**config.mk**
```make
export PLATFORM = sky130hd
export DESIGN_NAME = serial_tx
export DESIGN_NICKNAME = d
export VERILOG_FILES = /design/src/rtl/serial_pkg.sv /design/src/rtl/bit_timer.sv /design/src/rtl/serial_tx.sv
export SDC_FILE = /design/constraint.sdc
export NUM_CORES = 1
export LEC_CHECK = 0
export BUFFER_PORTS_ARGS = -buffer_cell sky130_fd_sc_hd__buf_2
export CORE_MARGIN = 2
export CORE_UTILIZATION = 55
export DETAILED_ROUTE_END_ITERATION = 16
export GPL_ROUTABILITY_DRIVEN = 0
export PLACE_DENSITY = 0.74
export SYNTH_ARGS = -nofsm -noshare
export SYNTH_HDL_FRONTEND = slang
export SYNTH_HIERARCHICAL = 1
export SYNTH_SLANG_ARGS = --single-unit
```
**constraint.sdc**
```tcl
create_clock -name clock -period 2.36 [get_ports clock]
set_input_delay 0.118 -clock clock [delete_from_list [all_inputs] [get_ports clock]]
set_output_delay 0.118 -clock clock [all_outputs]
set_load 0.01 [all_outputs]
```
**src/rtl/serial_pkg.sv**
```systemverilog
// Shared definitions for the single-bit serial link (transmit and receive sides).
package serial_pkg;

    typedef enum logic [2:0] {
        IDLE,
        START,
        DATA,
        PARITY,
        STOP
    } serial_state_t;

    // Total clock cycles one framed character occupies on the line.
    function automatic int frame_cycles(input int data_width,
                                        input int clks_per_bit,
                                        input int parity_en);
        return (2 + data_width + parity_en) * clks_per_bit;
    endfunction

endpackage

```
**src/rtl/bit_timer.sv**
```systemverilog
// Modulo-CLKS_PER_BIT counter that pulses tick on the last cycle of each bit time.
module bit_timer #(
    parameter int CLKS_PER_BIT = 4
) (
    input  logic clock,
    input  logic reset,
    input  logic clear,
    input  logic enable,
    output logic tick
);

    localparam int CW = (CLKS_PER_BIT > 1) ? $clog2(CLKS_PER_BIT) : 1;
    localparam logic [CW-1:0] LAST = CW'(CLKS_PER_BIT - 1);

    logic [CW-1:0] count;

    assign tick = enable && (count == LAST);

    always_ff @(posedge clock or posedge reset) begin
        if (reset) begin
            count <= '0;
        end else if (clear) begin
            count <= '0;
        end else if (enable) begin
            if (count == LAST) begin
                count <= '0;
            end else begin
                count <= count + 1'b1;
            end
        end
    end

endmodule

```
**src/rtl/serial_tx.sv**
```systemverilog
// Parallel-to-serial transmitter: start bit, data LSB first, optional even parity, stop bit.
module serial_tx
    import serial_pkg::*;
#(
    parameter int DATA_WIDTH   = 8,
    parameter int CLKS_PER_BIT = 4,
    parameter int PARITY_EN    = 0
) (
    input  logic                  clock,
    input  logic                  reset,
    input  logic [DATA_WIDTH-1:0] data_in,
    input  logic                  valid_in,
    output logic                  ready_out,
    output logic                  tx,
    output logic                  busy
);

    localparam int CNT_W = $clog2(DATA_WIDTH + 1);
    localparam logic [CNT_W-1:0] LAST_BIT = CNT_W'(DATA_WIDTH - 1);

    serial_state_t         state, state_next;
    logic [DATA_WIDTH-1:0] shift, shift_next, shifted;
    logic [CNT_W-1:0]      bit_cnt, bit_cnt_next;
    logic                  parity_bit, parity_next;
    logic                  tx_reg, tx_next;
    logic                  timer_clear;
    logic                  tick;

    assign ready_out = (state == IDLE);
    assign busy      = (state != IDLE);
    assign tx        = tx_reg;

    bit_timer #(
        .CLKS_PER_BIT(CLKS_PER_BIT)
    ) u_bit_timer (
        .clock (clock),
        .reset (reset),
        .clear (timer_clear),
        .enable(busy),
        .tick  (tick)
    );

    always_ff @(posedge clock or posedge reset) begin
        if (reset) begin
            state      <= IDLE;
            shift      <= '0;
            bit_cnt    <= '0;
            parity_bit <= 1'b0;
            tx_reg     <= 1'b1;
        end else begin
            state      <= state_next;
            shift      <= shift_next;
            bit_cnt    <= bit_cnt_next;
            parity_bit <= parity_next;
            tx_reg     <= tx_next;
        end
    end

    // tx_next is the line level for the state being entered, so tx changes on the same edge as the state.
    always_comb begin
        state_next   = state;
        shift_next   = shift;
        shifted      = shift >> 1;
        bit_cnt_next = bit_cnt;
        parity_next  = parity_bit;
        tx_next      = tx_reg;
        timer_clear  = 1'b0;

        case (state)
            IDLE: begin
                tx_next = 1'b1;
                if (valid_in) begin
                    state_next  = START;
                    shift_next  = data_in;
                    parity_next = ^data_in;
                    tx_next     = 1'b0;
                    timer_clear = 1'b1;
                end
            end
            START: begin
                if (tick) begin
                    state_next   = DATA;
                    bit_cnt_next = '0;
                    tx_next      = shift[0];
                end
            end
            DATA: begin
                if (tick) begin
                    shift_next   = shifted;
                    bit_cnt_next = bit_cnt + 1'b1;
                    if (bit_cnt == LAST_BIT) begin
                        if (PARITY_EN != 0) begin
                            state_next = PARITY;
                            tx_next    = parity_bit;
                        end else begin
                            state_next = STOP;
                            tx_next    = 1'b1;
                        end
                    end else begin
                        tx_next = shifted[0];
                    end
                end
            end
            PARITY: begin
                if (tick) begin
                    state_next = STOP;
                    tx_next    = 1'b1;
                end
            end
            STOP: begin
                if (tick) begin
                    state_next = IDLE;
                    tx_next    = 1'b1;
                end
            end
            default: begin
                state_next = IDLE;
                tx_next    = 1'b1;
            end
        endcase
    end

endmodule

```
==> flow_results.org <==
** Status
- The flow ran to the end, and the final reports show no timing, DRC or antenna violations.

** Clocking
- CTS saw 18 sinks.
- Counting the buffers created by CTS gives 3.
- The clock reaches the later pin of the worst-skew pair after 0.30 ns.
- Resized cells post-CTS :: 0
- In this run the number of H-tree levels came out at 1.
- Clock tree synthesis selected as its root buffer the cell sky130_fd_sc_hd__clkbuf_4.
- TritonCTS built the clock tree.
- Buffers inserted to repair hold after CTS numbered 1.
- Number of buffers on the longest clock path :: 2
- Clock transition at path regs :: 0.11 ns
- Number of setup buffers added after CTS :: 0

** STA
- Across the routed clock network, the largest skew measured is 0.00624 ns.
- Max-slew violation total from the final report :: 0
- Setup violations remaining at the end of the flow were counted as 0.
- Setup repair after global routing missed its margin :: no
- Transition time at the pin with the least slew margin :: 0.612 ns
- Maximum clock rate :: 0.540 GHz
- In this run the tightest slew margin relative to its limit is 59.1%.
- After routing, the total negative slack on setup checks comes to 0 ns.
- The final hold violation count was 0.
- Period utilisation layout :: 78.5%
- The tightest hold path in the finished design has a slack of 0.132 ns.
- Time the final worst path needs with I/O delays and setup :: 1.85 ns

** Power
- The clock network is responsible for 13.8% of the overall power.
- Across the VDD grid, the largest voltage drop is approximately 600 uV.
- Summed over all cells, the static leakage comes to approximately 0.52 nW.
- Power density normalized to cell area :: 1150 mW/mm^2
- Internal power comes to 0.000866 W.
- Combinational logic burns 46.2% of the power.
- Summing internal, switching and leakage power gives 0.00139 W.
- Switching power summed over all nets :: 0.000521 W
- In this run switching power makes up 37.6% of total power.
- Registers are responsible for ~40% of the overall power.

** Logic synthesis
- During synthesis, Yosys emitted a total of 6 warnings.
- Share of the yosys chip area belonging to registers :: 42.7%
- #FFs+latches synth :: 18
- The mapped netlist covers about 0.0011 mm^2.
- The synthesized netlist contains 43 unique library cells.
- Post-synthesis net count :: roughly 110
- Instance count of the mapped netlist :: 96
- A synthesized cell averages approximately 11 um^2.

** Final layout
- In the final layout, the multi-input gates occupy 564 um^2.
- Combined flip-flop and latch cell area :: around 450 um^2
- More flip-flops sit in one register than any other, and that register is shift.
- The number of antenna diodes in the final layout is 0.
- In the final layout, the share of cells above drive strength 1 is 31.0%.
- The register with the most flip-flops in the layout has 8 of them.
- The layout has 149 filler cells.
- The area growth from synthesis to layout is 13.8%.
- Largest registers in the final layout :: shift (8), bit_cnt (4), state (3)
- Final layout net count :: 127
- Final non-filler cell area :: 0.00120 mm^2

** Place
- Port Buffers :: 13
- Instance area after placement :: 0.00116 mm^2
- HPWL Detailed :: 1440 um

** Route
- The final route contains 777 vias.
- In the routed layout, each cell is associated on average with a via count of 5.63.
- In the final routed layout, each cell accounts on average for 13.7 um.
- Number of iterations in the first detailed-routing pass :: 4
- Antenna violation net count after detailed routing :: 0
- For this block, the routed nets add up to 1900 um of wire.
- After the first detailed-routing iteration, the DRC count stood at 11.
- In the routed design, unresolved DRC markers number 0.

** Job
- Across the run, the number of max-cap violations was 0.

** Setup path
- The worst register-to-register path has a setup slack of 0.51 ns.
- STA classifies the critical path endpoint as a flop.
- Crit Reg-Reg Endpoint :: shift[3]
- Required time at the endpoint of the critical path :: 2.55 ns
- The worst register-to-register path begins at state[0].
- R2R cell count :: 6
- For the worst setup path, the data arrival time is 2.04 ns.
- The setup path with the least slack is of type reg2reg.
- STA classifies the critical path startpoint as a flop.
- Maximum fanout count along the critical path :: 8
- Launching element of the worst setup path :: state[0]

** Min path
- Tightest Hold Check Type :: in2reg
- Endpoint of the worst hold-timing path :: state[0]
- Startpoint of the tightest hold check path :: valid_in
- Min-Delay Path Depth :: 3

** GRT
- Across every metal layer, demand over resource in global routing totals roughly a fifth.
- Maximum number of pins on one net before global-route repair :: 17
- The number of antenna violations at the first check in global routing is 0.
- Leftover overflow at the end of global routing :: 0
- The number of global-route vias before repair is roughly 670.
- Wire length of the first global-routing pass :: ~3100 um

** Floorplan
- During I/O placement, the number of pins put on the boundary was 14.
- Starting Density :: about three fifths
- The die is 47.8 um wide.
- Die Ht :: 47.8 um
- Std-Cell Core Area :: 0.00176 mm^2
- The floorplan has 15 rows.
- The floorplan step defined a die boundary enclosing about 0.0023 mm^2.
## layout by cell type (no fill, tap or decap), types with 2 or more instances in the layout
cell and count:
sky130_fd_sc_hd__dfrtp_1 17, sky130_fd_sc_hd__buf_2 13, sky130_fd_sc_hd__mux2_1 7, sky130_fd_sc_hd__mux2_2 7
sky130_fd_sc_hd__o21ai_1 6, sky130_fd_sc_hd__nor2_1 4, sky130_fd_sc_hd__nand2b_1 4, sky130_fd_sc_hd__buf_4 4
sky130_fd_sc_hd__o2bb2ai_1 3, sky130_fd_sc_hd__a21oi_1 3, sky130_fd_sc_hd__clkbuf_4 3, sky130_fd_sc_hd__inv_2 2
sky130_fd_sc_hd__nand2_1 2, sky130_fd_sc_hd__mux2i_1 2, sky130_fd_sc_hd__nand3b_1 2, sky130_fd_sc_hd__and3_1 2
sky130_fd_sc_hd__inv_1 2, sky130_fd_sc_hd__o22ai_1 2, sky130_fd_sc_hd__ha_1 2
## through the flow
step,worst slack (ns),instances,util (%)
after floorplan,0.405,96,-
after global placement,0.574,133,65.6
after detailed placement,0.506,133,65.6
after CTS,0.483,138,68.2
after global routing,0.362,138,68.2
final,0.507,138,68.2
## kinds of logic (layout without fill, tap and decap cells)
| kind of cell | count (synthesis) | in the layout | synth area share, % |
|---|---|---|---|
| compound gates | 25 | 25 | 16.3 |
| fa+ha+maj | 2 | 2 | 2.37 |
| buf+inv | 9 | 26 | 3.91 |
| flops | 18 | 18 | 42.7 |
| mux | 16 | 16 | 16.8 |
| simple gates | 26 | 26 | 17.9 |
## critical path, cell delays in order (launching register included)
cell and delay [ns]:
sky130_fd_sc_hd__dfrtp_1 0.57, sky130_fd_sc_hd__nor3_2 0.10, sky130_fd_sc_hd__inv_2 0.11, sky130_fd_sc_hd__and2_1 0.15, sky130_fd_sc_hd__mux2i_1 0.12, sky130_fd_sc_hd__nor3_4 0.31
sky130_fd_sc_hd__mux2_2 0.38
## worst max path at each step
stage | cells past startpoint | endpoint
after detailed placement | 6 | shift[3]
after CTS | 6 | shift[3]
after global routing | 6 | shift[3]
after floorplan | 7 | shift[0]
after global placement | 6 | shift[0]
final | 6 | shift[3]
## power by group through the flow
stage          combinational, W  clock, W  sequential (W)
3_5_place_dp           0.000643         0        0.000563
5_1_grt                0.000721  0.000211        0.000575
6_report               0.000641  0.000191        0.000555
3_3_place_gp           0.000626         0        0.000557
2_1_floorplan          0.000530         0        0.000523
4_1_cts                0.000647  0.000200        0.000556
## routing by layer
metal | up-vias | track usage (%) | part of all wire [%]
met2 | 12 | 30.1 | 46
li1 | 393 | - | -
met5 | - | 0 | 0
met4 | 0 | 13.0 | 2.1
met3 | 4 | 4.53 | 2.2
met1 | 368 | 27.5 | 50
## cell usage after synthesis, drive strengths merged
master   instances  area (um^2)
a21o             1         7.51
a21oi            4         23.8
a22o             1         8.76
a22oi            1         7.51
a2bb2oi          1         8.76
a31oi            1         6.26
a32oi            1         8.76
a41oi            1         8.76
and2             1         6.26
and3             2         12.5
and3b            1         8.76
buf              5         26.3
dfrtp           17          425
dfstp            1         26.3
ha               2         25.0
inv              4         15.0
mux2            14          158
mux2i            2         20.0
nand2            2         7.51
nand2b           4         25.0
nand3b           2         15.0
nand4b           1         8.76
nor2             4         15.0
nor2b            1         6.26
nor3             3         31.3
nor3b            1         18.8
nor4b            1         8.76
nor4bb           1         10.0
o21a             1         7.51
o21ai            6         30.0
o22ai            2         12.5
o2bb2ai          3         26.3
o31a             1         8.76
o31ai            1         7.51
or2              1         6.26
or3b             1         8.76
## layout make-up
cell class | count | area share, %
Multi-Input combinational cell | 69 | 46.9
Sequential cell | 18 | 37.5
Clock buffer | 4 | 3.01
Inverter | 4 | 1.25
Timing Repair Buffer | 18 | 8.73
Tap cell | 25 | 2.60
No activity file was read; power rests on OpenSTA's default activity.
